==> config.mk <==
export PLATFORM = sky130hd
export DESIGN_NAME = branch_predict_unit
export DESIGN_NICKNAME = d
export VERILOG_FILES = /design/src/rtl/cpu_br_pkg.sv /design/src/rtl/br_pred_fifo.sv /design/src/rtl/branch_predict_unit.sv
export SDC_FILE = /design/constraint.sdc
export NUM_CORES = 1
export LEC_CHECK = 0
export CORE_MARGIN = 8
export CORE_UTILIZATION = 40
export CTS_CLUSTER_SIZE = 12
export DETAILED_ROUTE_END_ITERATION = 8
export MAX_ROUTING_LAYER = met4
export PLACE_DENSITY = 0.63
export REMOVE_ABC_BUFFERS = 1
export SYNTH_ARGS = -nofsm -noshare
export SYNTH_HDL_FRONTEND = slang
export SYNTH_HIERARCHICAL = 1
export SYNTH_SLANG_ARGS = --single-unit
==> constraint.sdc <==
create_clock -name clk -period 4.5 [get_ports clk]
set_input_delay 0.9 -clock clk [delete_from_list [all_inputs] [get_ports clk]]
set_output_delay 0.9 -clock clk [all_outputs]
set_load 0.1 [all_outputs]
==> src/rtl/cpu_br_pkg.sv <==
// Branch opcode definitions and outcome helpers, shared between the
// branch predictor and the decoder.
package cpu_br_pkg;

    localparam logic [4:0] BEQ = 5'b10011;
    localparam logic [4:0] BLT = 5'b10100;
    localparam logic [4:0] BGT = 5'b10101;
    localparam logic [4:0] BNE = 5'b10110;

    typedef logic [1:0] bht_ctr_t;

    function automatic logic is_branch(input logic [4:0] opcode);
        return (opcode == BEQ) || (opcode == BLT) || (opcode == BGT) || (opcode == BNE);
    endfunction

    // flags[1] = Z (equal), flags[0] = N (less-than)
    function automatic logic br_actual(input logic [4:0] opcode, input logic [1:0] flags);
        logic z;
        logic n;
        z = flags[1];
        n = flags[0];
        case (opcode)
            BEQ:     return z;
            BNE:     return !z;
            BLT:     return n;
            BGT:     return !z && !n;
            default: return 1'b0;
        endcase
    endfunction

endpackage

==> src/rtl/br_pred_fifo.sv <==
// In-flight prediction FIFO. Pointers carry one extra bit so full and
// empty are distinguishable; clr empties the FIFO and overrides push.
module br_pred_fifo #(
    parameter int WIDTH = 5,
    parameter int DEPTH = 4
) (
    input  logic             clk,
    input  logic             rst_n,
    input  logic             push,
    input  logic             pop,
    input  logic             clr,
    input  logic [WIDTH-1:0] din,
    output logic [WIDTH-1:0] dout,
    output logic             full,
    output logic             empty
);

    localparam int AW = $clog2(DEPTH);

    logic [AW:0]      wr_ptr_q, wr_ptr_d;
    logic [AW:0]      rd_ptr_q, rd_ptr_d;
    logic [WIDTH-1:0] mem_q [DEPTH];
    logic [WIDTH-1:0] mem_d [DEPTH];
    logic             do_push;
    logic             do_pop;

    assign empty   = (wr_ptr_q == rd_ptr_q);
    assign full    = (wr_ptr_q[AW] != rd_ptr_q[AW]) && (wr_ptr_q[AW-1:0] == rd_ptr_q[AW-1:0]);
    assign do_pop  = pop && !empty;
    // a push into a full FIFO is only accepted when the head leaves in the same cycle
    assign do_push = push && (!full || do_pop);
    assign dout    = mem_q[rd_ptr_q[AW-1:0]];

    // next pointers and storage contents
    always_comb begin
        wr_ptr_d = wr_ptr_q;
        rd_ptr_d = rd_ptr_q;
        mem_d    = mem_q;
        if (clr) begin
            wr_ptr_d = '0;
            rd_ptr_d = '0;
        end else begin
            if (do_push) begin
                mem_d[wr_ptr_q[AW-1:0]] = din;
                wr_ptr_d = wr_ptr_q + (AW+1)'(1);
            end
            if (do_pop) begin
                rd_ptr_d = rd_ptr_q + (AW+1)'(1);
            end
        end
    end

    // pointer and storage registers
    always_ff @(posedge clk or negedge rst_n) begin
        if (!rst_n) begin
            wr_ptr_q <= '0;
            rd_ptr_q <= '0;
            for (int i = 0; i < DEPTH; i++) begin
                mem_q[i] <= '0;
            end
        end else begin
            wr_ptr_q <= wr_ptr_d;
            rd_ptr_q <= rd_ptr_d;
            mem_q    <= mem_d;
        end
    end

endmodule

==> src/rtl/branch_predict_unit.sv <==
// Branch predictor: 2-bit counter BHT read at fetch, FIFO of in-flight
// predictions resolved at EX, flush/redirect and saturating statistics.
module branch_predict_unit
    import cpu_br_pkg::*;
#(
    parameter int       PC_W     = 16,
    parameter int       IDX_W    = 4,
    parameter bht_ctr_t INIT_CTR = 2'b01,
    parameter int       QDEPTH   = 4,
    parameter int       CNT_W    = 16
) (
    input  logic             clk,
    input  logic             rst_n,
    input  logic             fet_vld,
    input  logic [PC_W-1:0]  fet_pc,
    input  logic [4:0]       fet_opcode,
    output logic             pred_taken,
    output logic             q_full,
    input  logic             ex_vld,
    input  logic [4:0]       ex_opcode,
    input  logic [1:0]       ex_flags,
    output logic             pc_branch_sel_out,
    output logic             flush,
    output logic             q_err,
    output logic [CNT_W-1:0] br_cnt,
    output logic [CNT_W-1:0] mispred_cnt
);

    localparam int NENT = 1 << IDX_W;

    bht_ctr_t         bht_q [NENT];
    bht_ctr_t         bht_d [NENT];
    logic             q_err_q, q_err_d;
    logic [CNT_W-1:0] br_cnt_q, br_cnt_d;
    logic [CNT_W-1:0] mispred_cnt_q, mispred_cnt_d;

    logic             ex_br;
    logic             actual;
    logic             q_empty;
    logic             head_pred;
    logic [IDX_W-1:0] head_idx;
    logic [IDX_W:0]   fifo_dout;
    logic             push;
    logic             unused_pc_hi;

    assign unused_pc_hi = ^fet_pc;

    assign pred_taken = bht_q[fet_pc[IDX_W-1:0]][1];
    assign ex_br      = ex_vld && is_branch(ex_opcode);
    assign actual     = br_actual(ex_opcode, ex_flags);
    assign head_idx   = fifo_dout[IDX_W:1];
    // an empty FIFO at resolve is treated as a not-taken prediction
    assign head_pred  = q_empty ? 1'b0 : fifo_dout[0];

    assign pc_branch_sel_out = ex_br && actual;
    assign flush             = ex_br && (actual != head_pred);
    assign push              = fet_vld && is_branch(fet_opcode) && (!q_full || ex_br) && !flush;

    br_pred_fifo #(
        .WIDTH (IDX_W + 1),
        .DEPTH (QDEPTH)
    ) u_fifo (
        .clk   (clk),
        .rst_n (rst_n),
        .push  (push),
        .pop   (ex_br),
        .clr   (flush),
        .din   ({fet_pc[IDX_W-1:0], pred_taken}),
        .dout  (fifo_dout),
        .full  (q_full),
        .empty (q_empty)
    );

    // counter training on resolve, error flag and saturating statistics
    always_comb begin
        bht_d         = bht_q;
        q_err_d       = q_err_q;
        br_cnt_d      = br_cnt_q;
        mispred_cnt_d = mispred_cnt_q;
        if (ex_br) begin
            if (q_empty) begin
                q_err_d = 1'b1;
            end else if (actual) begin
                if (bht_q[head_idx] != 2'b11) bht_d[head_idx] = bht_q[head_idx] + 2'b01;
            end else begin
                if (bht_q[head_idx] != 2'b00) bht_d[head_idx] = bht_q[head_idx] - 2'b01;
            end
            if (br_cnt_q != '1) br_cnt_d = br_cnt_q + CNT_W'(1);
            if (flush && (mispred_cnt_q != '1)) mispred_cnt_d = mispred_cnt_q + CNT_W'(1);
        end
    end

    // BHT and statistics registers
    always_ff @(posedge clk or negedge rst_n) begin
        if (!rst_n) begin
            for (int i = 0; i < NENT; i++) begin
                bht_q[i] <= INIT_CTR;
            end
            q_err_q       <= 1'b0;
            br_cnt_q      <= '0;
            mispred_cnt_q <= '0;
        end else begin
            bht_q         <= bht_d;
            q_err_q       <= q_err_d;
            br_cnt_q      <= br_cnt_d;
            mispred_cnt_q <= mispred_cnt_d;
        end
    end

    assign q_err       = q_err_q;
    assign br_cnt      = br_cnt_q;
    assign mispred_cnt = mispred_cnt_q;

endmodule

==> results.tsv <==
stage	metric	value	unit
yosys	Mapped Cells	392	
routing	via count	3311	
pwr	switching share of power	41.2	%
setup_path	origin of the worst setup path	u_fifo/rd_ptr_q[0]	
timing	final setup violation count	0	
yosys	Post-synth EDFFs	0	
timing	Tightest Pin Transition	990	ps
timing	Final Cycle Share	89.7	%
clocking	Clk pin slew, worst setup/hold paths	70	ps
floorplanning	Core Area	12500	sq um
yosys	post-synth top area share	37.2	%
yosys	syn_area_per_cell	12.9	sq um
setup_path	Critical Path Sink Type	register	
setup_path	reg2reg start	u_fifo/rd_ptr_q[0]	
floorplanning	DIE WIDTH	128	um
timing	Hold Fails Final Rpt	0	
yosys	YS warnings	6	
layout	most common cell after layout, fill and taps aside	dfrtp_1	
hold_path	Tightest Hold Check Type	reg2reg	
setup_path	crit path max fanout	12	
timing	Final min period	4040	ps
routing	Routed Antenna Nets	0	
placed_design	placer congestion estimate	0.761	
clocking	CTS tree	yes	
floorplanning	die height	128	um
global_route	initial antenna violation count	0	
floorplanning	Initial Util	40.5	%
yosys	ys flop type	dfrtp_1	
clocking	cts hold-fix bufs	0	
placed_design	worst slack, placed	442	ps
timing	fin. max-slew vios	0	
routing	Routed WL	10600	um
yosys	cell area after synthesis	5040	sq um
global_route	vias in the first global route	3384	
global_route	largest net degree at the start of global routing	67	
layout	layout cells sized above 1	25.1	%
layout	# diodes	0	
timing	relative max-transition margin	33.8	%
yosys	Seq/Total Area, Yosys	45.5	%
pwr	internal power	1820	uW
timing	max frequency	248	MHz
timing	Final Skew	12.5	ps
global_route	first-pass GRT wire length	17900	um
setup_path	Req. time, crit path	4730	ps
pwr	Leak	0.00266	uW
yosys	top cells by area, synth	dfrtp_1 37%, mux4_2 8.5%, dfstp_2 8.3%	
setup_path	CP startpoint kind	register	
pwr	Pwr Density	504	nW/um^2
global_route	GRT Total Usage	14.2	%
routing	DRC violations left	0	
pwr	Clock Power Share	22.9	%
clocking	H-tree Lvls	3	
floorplanning	DIE AREA	16500	sq um
clocking	CTS Buf Count	9	
pwr	switching pwr	1270	uW
layout	filler cell count	1111	
clocking	CTS sink cnt	91	
routing	Pre-Repair DR Iteration Count	4	
yosys	post-synthesis register bit count	91	
placed_design	port bufs	56	
pwr	share of power burned in combinational logic	41.6	%
setup_path	CP Data Arrival Time	4260	ps
clocking	Clock Path Buffers	2	
layout	most frequent cells in the layout	75 x dfrtp_1, 52 x clkdlybuf4s50_1, 29 x mux2_1, 27 x nand2_1, 27 x mux2_2	
layout	area delta synth->final	21.5	%
pwr	maximum VDD drop	0.208	mV
yosys	Distinct cells, synth	58	
routing	detailed-route vias per instance	5.22	
timing	final setup margin	463	ps
hold_path	hold_sp	q_err	
setup_path	kind of critical path	reg2reg	
clocking	post-cts resize count	0	
status	status	completed	
layout	# nets final	498	
flow_run	max-cap viol count	0	
clocking	postcts setup bufs	0	
global_route	gr ovfl total	0	
layout	fin util	49.2	%
clocking	CTS root buf	clkbuf_16	
clocking	Worst-Skew Late Latency	340	ps
routing	Routed WL per cell	16.8	um
timing	RSZ-0062 raised after global routing	false	
yosys	Yosys top cell by area	dfrtp_1	
floorplanning	Ports	69	
routing	1st-iter DRT viols	208	
floorplanning	row count	41	
placed_design	DP HPWL	7600	um
pwr	Reg power frac	35.5	%
yosys	ys async rst share	100	%
-- metrics by stage --
stage,std cells,power (uW),hold slack [ps],TNS (ps),instance area (sq um)
after global placement,618,2370,469,0,5850
final,634,3090,487,0,6130
after floorplan,379,2040,459,-7870,4970
after detailed placement,618,2410,474,0,5850
after global routing,634,3270,509,0,6130
after CTS,634,3120,492,0,6130
-- synthesized netlist by cell type, drive strengths merged (9+ instances only) --
cell / number
dfrtp: 75
mux2: 56
nand3: 18
mux4: 19
ha: 9
xnor2: 17
nor2: 14
nor3: 9
dfstp: 16
xor2: 18
inv: 10
nand2: 27
-- worst max-delay path, stage by stage, from the launching register on --
cell,delay (ps)
dfrtp_1,570
buf_4,230
mux4_2,690
mux4_2,360
mux4_2,520
ha_1,230
nand3_1,80
a21oi_2,100
a2111oi_4,530
and3_1,270
mux2_2,340
-- worst paths after layout --
kind	slack [ps]	depth (start not counted)	endpoint
setup / recovery	460	10	bht_q[1]
hold / removal	490	1	q_err
setup reg to reg	460	10	bht_q[1]
hold reg to reg	490	1	q_err
max in group asynchronous	2970	2	br_cnt[5]
min in group asynchronous	670	1	bht_q[13]
-- routing by layer --
layer / vias to the layer above / global-route usage (%) / wire [um] / part of all wire, %
li1: 1574 / - / - / -
met1: 1669 / 17.6 / 4950 / 47
met2: 55 / 21.8 / 5030 / 47
met3: 13 / 3.62 / 477 / 4.5
met4: 0 / 5.52 / 160 / 1.5
met5: - / - / 0 / 0
-- area by class of cell --
type / count / area (sq um) / area share [%]
multi-input combinational: 278 / 2640 / 43.1
clock inverter: 6 / 41.3 / 0.674
clock buffer: 10 / 239 / 3.90
inverter: 10 / 37.5 / 0.612
sequential: 91 / 2300 / 37.5
timing repair buffer: 67 / 658 / 10.7
tap: 172 / 215 / 3.51
-- power groups by stage --
| stage | combinational [uW] | sequential [uW] | clock (uW) |
|---|---|---|---|
| 2_1_floorplan | 779 | 1260 | 0 |
| 3_3_place_gp | 1270 | 1100 | 0 |
| 3_5_place_dp | 1300 | 1110 | 0 |
| 4_1_cts | 1300 | 1100 | 730 |
| 5_1_grt | 1380 | 1120 | 765 |
| 6_report | 1290 | 1100 | 708 |
-- logic make-up (layout without fill, tap and decap cells) --
group                    count (synthesis)  in the layout  share of synthesized area, %
XOR/XNOR                                35             35                          6.52
flip-flops                              91             91                          45.5
multiplexers                            78             78                          21.6
adder cells (fa/ha/maj)                  9              9                          2.23
AND/OR/NAND/NOR                        125            125                          14.0
buffers and inverters                   23             93                          2.13
AO/OA/AOI/OAI                           31             31                          7.96
Power figures use the tool's default switching activity.
